===== src/rtl/mem_port_arbiter.sv =====
// rtl/mem_port_arbiter.sv - shares one single-port memory bus between the fetch and load/store ports
// One transaction in flight at a time; each grant is followed by BUSY until ack or timeout.
module mem_port_arbiter #(
    parameter int AW         = 32,
    parameter int DW         = 32,
    parameter int TIMEOUT    = 255,
    parameter int MAX_STREAK = 4
) (
    input  logic          i_clk,
    input  logic          i_nrst,
    input  logic          i_instr_req,
    input  logic [AW-1:0] i_instr_addr,
    output logic [DW-1:0] o_instr_rdata,
    output logic          o_instr_valid,
    input  logic          i_data_rd,
    input  logic          i_data_wr,
    input  logic [AW-1:0] i_data_addr,
    input  logic [DW-1:0] i_data_wdata,
    output logic [DW-1:0] o_data_rdata,
    output logic          o_data_valid,
    output logic          o_stall,
    output logic          o_bus_req,
    output logic          o_bus_we,
    output logic [AW-1:0] o_bus_addr,
    output logic [DW-1:0] o_bus_wdata,
    input  logic          i_bus_ack,
    input  logic [DW-1:0] i_bus_rdata,
    output logic          o_err
);
    localparam int TW = $clog2(TIMEOUT + 1);
    localparam int SW = $clog2(MAX_STREAK + 1);

    typedef enum logic [1:0] {IDLE, BUSY_I, BUSY_D} state_t;

    state_t        r_state;
    logic [TW-1:0] r_tmo_cnt;
    logic [SW-1:0] r_streak;
    logic          r_bus_req;
    logic          r_bus_we;
    logic [AW-1:0] r_bus_addr;
    logic [DW-1:0] r_bus_wdata;
    logic [DW-1:0] r_instr_rdata;
    logic          r_instr_valid;
    logic [DW-1:0] r_data_rdata;
    logic          r_data_valid;
    logic          r_err;

    logic w_data_req;
    logic w_data_ok;
    logic w_instr_ok;
    logic w_streak_max;
    logic w_grant_i;
    logic w_grant_d;
    logic w_tmo;
    logic w_done;

    // A port whose valid is high this cycle is still presenting the request that just completed.
    assign w_data_req   = i_data_rd | i_data_wr;
    assign w_data_ok    = w_data_req & ~r_data_valid;
    assign w_instr_ok   = i_instr_req & ~r_instr_valid;
    assign w_streak_max = (r_streak == SW'(MAX_STREAK));
    assign w_grant_i    = w_instr_ok & (~w_data_ok | w_streak_max);
    assign w_grant_d    = w_data_ok & ~w_grant_i;
    assign w_tmo        = (r_tmo_cnt == TW'(TIMEOUT - 1));
    assign w_done       = i_bus_ack | w_tmo;

    always_ff @(posedge i_clk or negedge i_nrst) begin
        if (!i_nrst) begin
            r_state       <= IDLE;
            r_tmo_cnt     <= '0;
            r_streak      <= '0;
            r_bus_req     <= 1'b0;
            r_bus_we      <= 1'b0;
            r_bus_addr    <= '0;
            r_bus_wdata   <= '0;
            r_instr_rdata <= '0;
            r_instr_valid <= 1'b0;
            r_data_rdata  <= '0;
            r_data_valid  <= 1'b0;
            r_err         <= 1'b0;
        end else begin
            r_instr_valid <= 1'b0;
            r_data_valid  <= 1'b0;
            case (r_state)
                IDLE: begin
                    r_tmo_cnt <= '0;
                    if (w_grant_i) begin
                        r_state     <= BUSY_I;
                        r_bus_req   <= 1'b1;
                        r_bus_we    <= 1'b0;
                        r_bus_addr  <= i_instr_addr;
                        r_bus_wdata <= '0;
                        r_streak    <= '0;
                    end else if (w_grant_d) begin
                        r_state     <= BUSY_D;
                        r_bus_req   <= 1'b1;
                        r_bus_we    <= i_data_wr;
                        r_bus_addr  <= i_data_addr;
                        r_bus_wdata <= i_data_wdata;
                        if (!i_instr_req) begin
                            r_streak <= '0;
                        end else if (!w_streak_max) begin
                            r_streak <= r_streak + SW'(1);
                        end
                    end
                end
                BUSY_I, BUSY_D: begin
                    if (w_done) begin
                        r_state   <= IDLE;
                        r_bus_req <= 1'b0;
                        r_tmo_cnt <= '0;
                        // Ack on the final allowed cycle counts as a normal completion.
                        if (!i_bus_ack) begin
                            r_err <= 1'b1;
                        end
                        if (r_state == BUSY_I) begin
                            r_instr_valid <= 1'b1;
                            r_instr_rdata <= i_bus_ack ? i_bus_rdata : '0;
                        end else begin
                            r_data_valid <= 1'b1;
                            if (!r_bus_we) begin
                                r_data_rdata <= i_bus_ack ? i_bus_rdata : '0;
                            end
                        end
                    end else begin
                        r_tmo_cnt <= r_tmo_cnt + TW'(1);
                    end
                end
                default: r_state <= IDLE;
            endcase
        end
    end

    assign o_stall       = (w_data_req & ~r_data_valid) | (i_instr_req & ~r_instr_valid);
    assign o_bus_req     = r_bus_req;
    assign o_bus_we      = r_bus_we;
    assign o_bus_addr    = r_bus_addr;
    assign o_bus_wdata   = r_bus_wdata;
    assign o_instr_rdata = r_instr_rdata;
    assign o_instr_valid = r_instr_valid;
    assign o_data_rdata  = r_data_rdata;
    assign o_data_valid  = r_data_valid;
    assign o_err         = r_err;

endmodule

===== config.mk =====
export PLATFORM = sky130hd
export DESIGN_NAME = mem_port_arbiter
export DESIGN_NICKNAME = d
export VERILOG_FILES = /design/src/rtl/mem_port_arbiter.sv
export SDC_FILE = /design/constraint.sdc
export NUM_CORES = 1
export LEC_CHECK = 0
export CORE_UTILIZATION = 41
export DETAILED_ROUTE_END_ITERATION = 6
export HOLD_SLACK_MARGIN = 0.03
export MAX_ROUTING_LAYER = met4
export PLACE_DENSITY = 0.8
export SYNTH_ARGS = -nofsm -noshare
export SYNTH_HDL_FRONTEND = slang
export SYNTH_SLANG_ARGS = --single-unit
export TNS_END_PERCENT = 100

===== constraint.sdc =====
create_clock -name i_clk -period 1.85 [get_ports i_clk]
set_input_delay 0.37 -clock i_clk [delete_from_list [all_inputs] [get_ports i_clk]]
set_output_delay 0.37 -clock i_clk [all_outputs]
set_load 0.005 [all_outputs]

==> results.json, run 1 <==
{
  "outcome": "finished, final reports clean",
  "synth_edf_count": 0,
  "layout_setup_ws_ns": 0.0293,
  "cts-root-buf": "clkbuf_16",
  "num_vias": 5045,
  "die-width_um": 121,
  "cts_sinks": 146,
  "port_buffers": 267,
  "ys_warn_count": 0,
  "vias_per_cell": 5.61,
  "grt_pass1_wl_um": 27900,
  "cts_tree": "built",
  "hold_viol_final": 0,
  "drt-initial-drc-count": 357,
  "core_area_um2": 13800,
  "synth_area_per_cell_um2": 13.4,
  "holdWs_ns": 0.347,
  "end_kind": "flip-flop",
  "cp.arrival_ns": 2.10,
  "drt_wl_total_um": 18300,
  "crit_end": "r_streak[2]",
  "nets": 847,
  "final_core_util_pct": 68.4,
  "setup_violations": 0,
  "initial_core_util_pct": 41.8,
  "clk_latency_ns": 0.42,
  "ys_types": 41,
  "clockPowerShare_pct": 21.3,
  "dieArea_um2": 14600,
  "p_leak_nw": 4.25,
  "instances_no_fill": 899,
  "antenna_found_initial": 0,
  "path_class": "reg -> reg",
  "synth-async-reset-ratio_pct": 100,
  "critPathRequiredTime_ns": 2.13,
  "hpwlAfterDp_um": 12700,
  "grt_pass1_vias": 5203,
  "p_seq_share_pct": 33.5,
  "r2r_start": "o_data_valid",
  "wl_per_cell_um": 20.4,
  "setup_tns_ns": 0,
  "cp_slowest_cell": "or4b_2",
  "p_int_mw": 11.3,
  "path_clk_slew_ns": 0.06,
  "cp-start-kind": "flip-flop",
  "dpl.cell_count": 864,
  "p_per_area_nw_per_um2": 1740,
  "finClkSkew_ns": 0.00929,
  "worstMarginPinSlew_ns": 0.502,
  "areaGrowthSynthToFinish_pct": 63.9,
  "max-slew-margin-rel_pct": 66.5,
  "stdcell_area_um2": 9460,
  "final_common_cell": "clkdlybuf4s50_1",
  "post-route-drc-count": 0,
  "period_needed_ns": 1.82,
  "grt-ovfl-total": 0,
  "synth.top_cells.by_area": "dfrtp_1, a22o_1, a221o_1, and3_1, buf_2",
  "finalCritPeriodShare_pct": 98.4,
  "cp_slowest_stage_delay_ns": 0.63,
  "ys_seq_area_share_pct": 63.3,
  "ant_nets": 0,
  "io_pins": 268,
  "slew_violations": 0,
  "hold_class": "in -> async",
  "p_comb_share_pct": 45.2,
  "p_total_mw": 16.5,
  "cts_buffers": 17,
  "placed_area_um2": 8800,
  "reg2reg_to": "r_streak[2]",
  "dieHeight_um": 121,
  "worstPathMaxFanout": 5,
  "synthesis.nets": 572,
  "synth_top_area_share_pct": 63.3,
  "diodes": 0,
  "ys_ff_latch": 146,
  "layout_common_cells": "clkdlybuf4s50_1, dfrtp_1, a22o_1, and3_1, a221o_1",
  "reg2reg_slack_ns": 0.03,
  "syn-cell-area_um2": 5780,
  "path_cells": "buf_4, o21ba_4, a21oi_1, or4b_2, o311ai_0",
  "synth-main-ff-cell": "dfrtp_1",
  "rows": 43,
  "cp-startpoint": "o_data_valid",
  "reg2reg_depth": 5,
  "firstDrtPassIters": 5,
  "p_sw_mw": 5.15,
  "ir_drop_v": 0.000943,
  "clockBufferDepth": 2,
  "htree_levels": 4,
  "switching_share_pct": 31.3,
  "synthCells": 431,
  "grt_max_degree": 62,
  "routabilityCongestion": 0.822,
  "yosysTopAreaCell": "dfrtp_1",
  "drive_gt1_share_pct": 9.74,
  "fmax_mhz": 549,
  "track_usage_pct": 25.8,
  "max-cap-violations": 0,
  "dp_slack_ns": -0.211
}
timing repair:
| action | in CTS | in global routing |
|---|---|---|
| hold buffers | 1 | 0 |
| endpoints found under the hold margin | 14 | 0 |
| cloned | 0 | 0 |
| gates resized for setup | 6 | 5 |
| endpoints found under the setup margin | 1 | 3 |
| buffers inserted | 2 | 0 |
per-layer routing:
metal | vias up | global-route usage, % | wire [um]
met5 | - | - | 0
met4 | 0 | 10.6 | 562
met3 | 39 | 8.16 | 1670
met2 | 273 | 41.4 | 9100
met1 | 2530 | 30.0 | 7010
li1 | 2203 | - | -
cells in the mapped netlist, types with 2 or more instances:
master	number
a21o_1	4
a21oi_1	2
a221o_1	32
a22o_1	98
and2_1	2
and3_1	33
buf_2	21
buf_6	2
clkbuf_1	13
dfrtp_1	146
ha_1	7
inv_1	9
mux2i_1	2
nand2_1	11
nand2b_1	4
nand3_1	4
nor2_1	9
nor2_2	2
nor2b_1	2
o21ai_0	3
o21ai_1	2
o21bai_1	2
o31ai_1	2
xnor2_1	2
registers in the layout, summed over array words and instances (netlist names), 2 cells and up:
register       cells
r_state            2
o_instr_rdata     32
r_streak           3
o_bus_wdata       32
o_bus_addr        32
o_data_rdata      32
r_tmo_cnt          8
final cells by class:
class / count / area, um2
clock buffers: 20 / 447
clock inverters: 12 / 156
fillers: 968 / 4360
inverters: 9 / 33.8
multi-input cells: 239 / 1970
flip-flops and latches: 146 / 3650
well taps: 180 / 225
repair buffers: 293 / 2980
power groups by stage:
stage,Combinational (mW),Clock [mW],Sequential [mW]
final,7.43,3.51,5.51
after CTS,7.45,3.57,5.51
after global placement,7.09,0,5.46
after global routing,7.94,3.72,5.66
after floorplan,3.08,0,5.51
after detailed placement,7.36,0,5.50
logic make-up (layout without fill, tap and decap cells):
kind of cell             after synthesis  in the layout  synth area share [%]
AO/OA/AOI/OAI                        152            152                  23.4
flip-flops                           146            146                  63.3
AND/OR/NAND/NOR                       75             75                  7.34
buffers and inverters                 46            334                  3.70
adder cells (fa/ha/maj)                7              7                  1.52
XOR/XNOR                               3              3                 0.455
multiplexers                           2              2                 0.347
worst max-delay path: cells and delay by family, from the launching register on:
| family | cells | cell delay, ns |
|---|---|---|
| flops | 1 | 0.40 |
| simple gates | 1 | 0.63 |
| compound gates | 3 | 0.50 |
| buf+inv | 1 | 0.15 |
worst min-delay path by stage:
stage	startpoint	endpoint	slack, ns
detailed placement	i_nrst	o_data_rdata[22]	0.21
global placement	i_nrst	o_data_rdata[22]	0.21
CTS	i_nrst	o_instr_rdata[22]	0.33
finish	i_nrst	o_data_rdata[22]	0.35
global route	i_nrst	o_data_rdata[22]	0.34
floorplan	i_nrst	o_bus_addr[0]	0.07
Power figures use the tool's default switching activity.
==> run 2: changes to the inputs <==
--- a/config.mk
+++ b/config.mk
@@ -13,4 +13,4 @@
 export SYNTH_ARGS = -nofsm -noshare
 export SYNTH_HDL_FRONTEND = slang
 export SYNTH_SLANG_ARGS = --single-unit
-export TNS_END_PERCENT = 100
+export TNS_END_PERCENT = 10
==> results of run 2 <==
Same layout as run 1: the final DEF is identical, and so are final timing and power.
==> run 3: changes to the inputs <==
--- a/config.mk
+++ b/config.mk
@@ -5,6 +5,7 @@
 export SDC_FILE = /design/constraint.sdc
 export NUM_CORES = 1
 export LEC_CHECK = 0
+export ABC_CLOCK_PERIOD_IN_PS = 1700
 export CORE_UTILIZATION = 41
 export DETAILED_ROUTE_END_ITERATION = 6
 export HOLD_SLACK_MARGIN = 0.03
==> constraint.sdc (replaced) <==
create_clock -name i_clk -period 1.7 [get_ports i_clk]
set_input_delay 0.34 -clock i_clk [delete_from_list [all_inputs] [get_ports i_clk]]
set_output_delay 0.34 -clock i_clk [all_outputs]
set_load 0.005 [all_outputs]
==> run 3 against run 2 <==
Against the previous run: sequential share of layout area shrank 0.58 points; critical path depth is the same; first-iteration DRC count shrank 7.3%; cell area grew 1.5%; via count shrank 0.87%; clock power grew 10%; worst hold slack gained 0.049 ns; non-clock buffer count grew 10; routed wire length shrank 2.5%.
==> results.json, run 3 (synthesized netlist as in run 1, its figures left out) <==
{
  "outcome": "finished, final reports clean",
  "cp_slowest_cell": "a221o_1",
  "hold_class": "in -> async",
  "p_comb_share_pct": 45.5,
  "io_pins": 268,
  "dieArea_um2": 14600,
  "grt_max_degree": 52,
  "switching_share_pct": 31.2,
  "grt_setup_unrepaired": "yes",
  "core_area_um2": 13800,
  "instances_no_fill": 909,
  "critPathRequiredTime_ns": 1.99,
  "setup_violations": 0,
  "clockPowerShare_pct": 21.4,
  "cts_tree": "built",
  "layout_common_cells": "clkdlybuf4s50_1, dfrtp_1, a22o_1, and3_1, a221o_1",
  "wl_per_cell_um": 19.7,
  "p_int_mw": 12.4,
  "num_vias": 5001,
  "track_usage_pct": 25.5,
  "cp-start-kind": "flip-flop",
  "reg2reg_depth": 5,
  "initial_core_util_pct": 41.8,
  "p_per_area_nw_per_um2": 1880,
  "placed_area_um2": 8860,
  "htree_levels": 4,
  "cp.arrival_ns": 1.96,
  "path_class": "reg -> reg",
  "crit_top_cell": "buf_4",
  "vias_per_cell": 5.50,
  "worstPathMaxFanout": 32,
  "drt_wl_total_um": 17900,
  "worstMarginPinSlew_ns": 0.449,
  "antenna_found_initial": 0,
  "cts_sinks": 146,
  "path_clk_slew_ns": 0.06,
  "grt_pass1_vias": 5289,
  "fmax_mhz": 599,
  "nets": 857,
  "slew_violations": 0,
  "drt-initial-drc-count": 331,
  "cts-root-buf": "clkbuf_16",
  "hpwlAfterDp_um": 12300,
  "areaGrowthSynthToFinish_pct": 66.4,
  "finalCritPeriodShare_pct": 98.3,
  "p_sw_mw": 5.65,
  "post-route-drc-count": 0,
  "final-seq-area_um2": 3650,
  "cp_slowest_stage_delay_ns": 0.42,
  "dieHeight_um": 121,
  "p_leak_nw": 4.46,
  "period_needed_ns": 1.67,
  "end_kind": "flip-flop",
  "port_buffers": 267,
  "stdcell_area_um2": 9610,
  "multi_input_area_um2": 2000,
  "finClkSkew_ns": 0.00719,
  "diodes": 0,
  "dpl.cell_count": 872,
  "ant_nets": 0,
  "grt-ovfl-total": 0,
  "fillers": 939,
  "max-slew-margin-rel_pct": 70.1,
  "firstDrtPassIters": 4,
  "grt_pass1_wl_um": 27400,
  "die-width_um": 121,
  "rows": 43,
  "cts_buffers": 17,
  "drive_gt1_share_pct": 12.1,
  "routabilityCongestion": 0.887,
  "holdWs_ns": 0.397,
  "p_seq_share_pct": 33.1,
  "clockBufferDepth": 2,
  "hold_viol_final": 0,
  "final_core_util_pct": 69.5,
  "clk_latency_ns": 0.42,
  "path_cells": "buf_4, and2b_2, o21ai_4, buf_4, a221o_1",
  "ir_drop_v": 0.000998,
  "final_common_cell": "clkdlybuf4s50_1",
  "max-cap-violations": 0
}
-- run 3: changes by cell type in the layout (fill, tap and decap cells not counted), sizes merged --
cell,previous run,this run
inv,10,13
dlygate4sd2,3,2
clkinv,4,2
dlymetal6s2s,0,10
buf,26,36
clkdlybuf4s50,263,253
-- run 3: final timing paths --
kind | startpoint | endpoint | slack, ns
max | o_instr_valid | o_bus_addr[23] | 0.03
min | i_nrst | o_data_rdata[22] | 0.40
max reg2reg | o_instr_valid | o_bus_addr[23] | 0.03
min reg2reg | o_err | o_err | 0.46
max in group asynchronous | i_nrst | o_data_rdata[13] | 0.70
min in group i_clk | i_data_wr | o_bus_we | 0.43
-- run 3: area by class of cell --
type	count	area share, %
Sequential cell	146	38.0
Timing Repair Buffer	303	32.0
Multi-Input combinational cell	239	20.8
Clock buffer	19	4.61
Tap cell	180	2.34
Clock inverter	13	1.82
Inverter	9	0.352
-- run 3: repair_timing --
item                                    4_1_cts  5_1_grt
gates cloned                                  0        0
endpoints found under the setup margin        5       70
hold buffers                                  1        0
pin swaps                                     1        2
hold endpoints to repair                     37        0
resized for setup                            11       24
buffers inserted                              4        0
-- run 3: power groups by stage --
stage                     combinational (mW)  clock (mW)  sequential (mW)
final                                   8.23        3.87             5.99
after global routing                    8.81        4.11             6.17
after CTS                               8.22        3.95             5.99
after detailed placement                8.12           0             5.98
after global placement                  7.79           0             5.96
after floorplan                         3.35           0             5.99
-- run 3: through the flow --
step           power, mW  setup TNS [ns]  setup slack [ns]
2_1_floorplan       9.34               0            0.0925
3_3_place_gp        13.7          -12.15            -0.281
3_5_place_dp        14.1          -14.80            -0.346
4_1_cts             18.2        -0.00904          -0.00904
5_1_grt             19.1        -0.00625          -0.00625
6_report            18.1               0            0.0297
-- run 3: metal layers --
layer / wire (um) / global-route usage (%) / vias to the layer above
met1: 7050 / 28.7 / 2511
met2: 8870 / 41.4 / 237
met5: 0 / - / -
li1: - / - / 2222
met4: 512 / 11.3 / 0
met3: 1440 / 8.58 / 31
-- run 3: critical path: cells and delay by family, from the launching register on --
family,cells,cell delay (ns)
compound gates,2,0.50
buf+inv,2,0.39
flops,1,0.38
simple gates,1,0.25
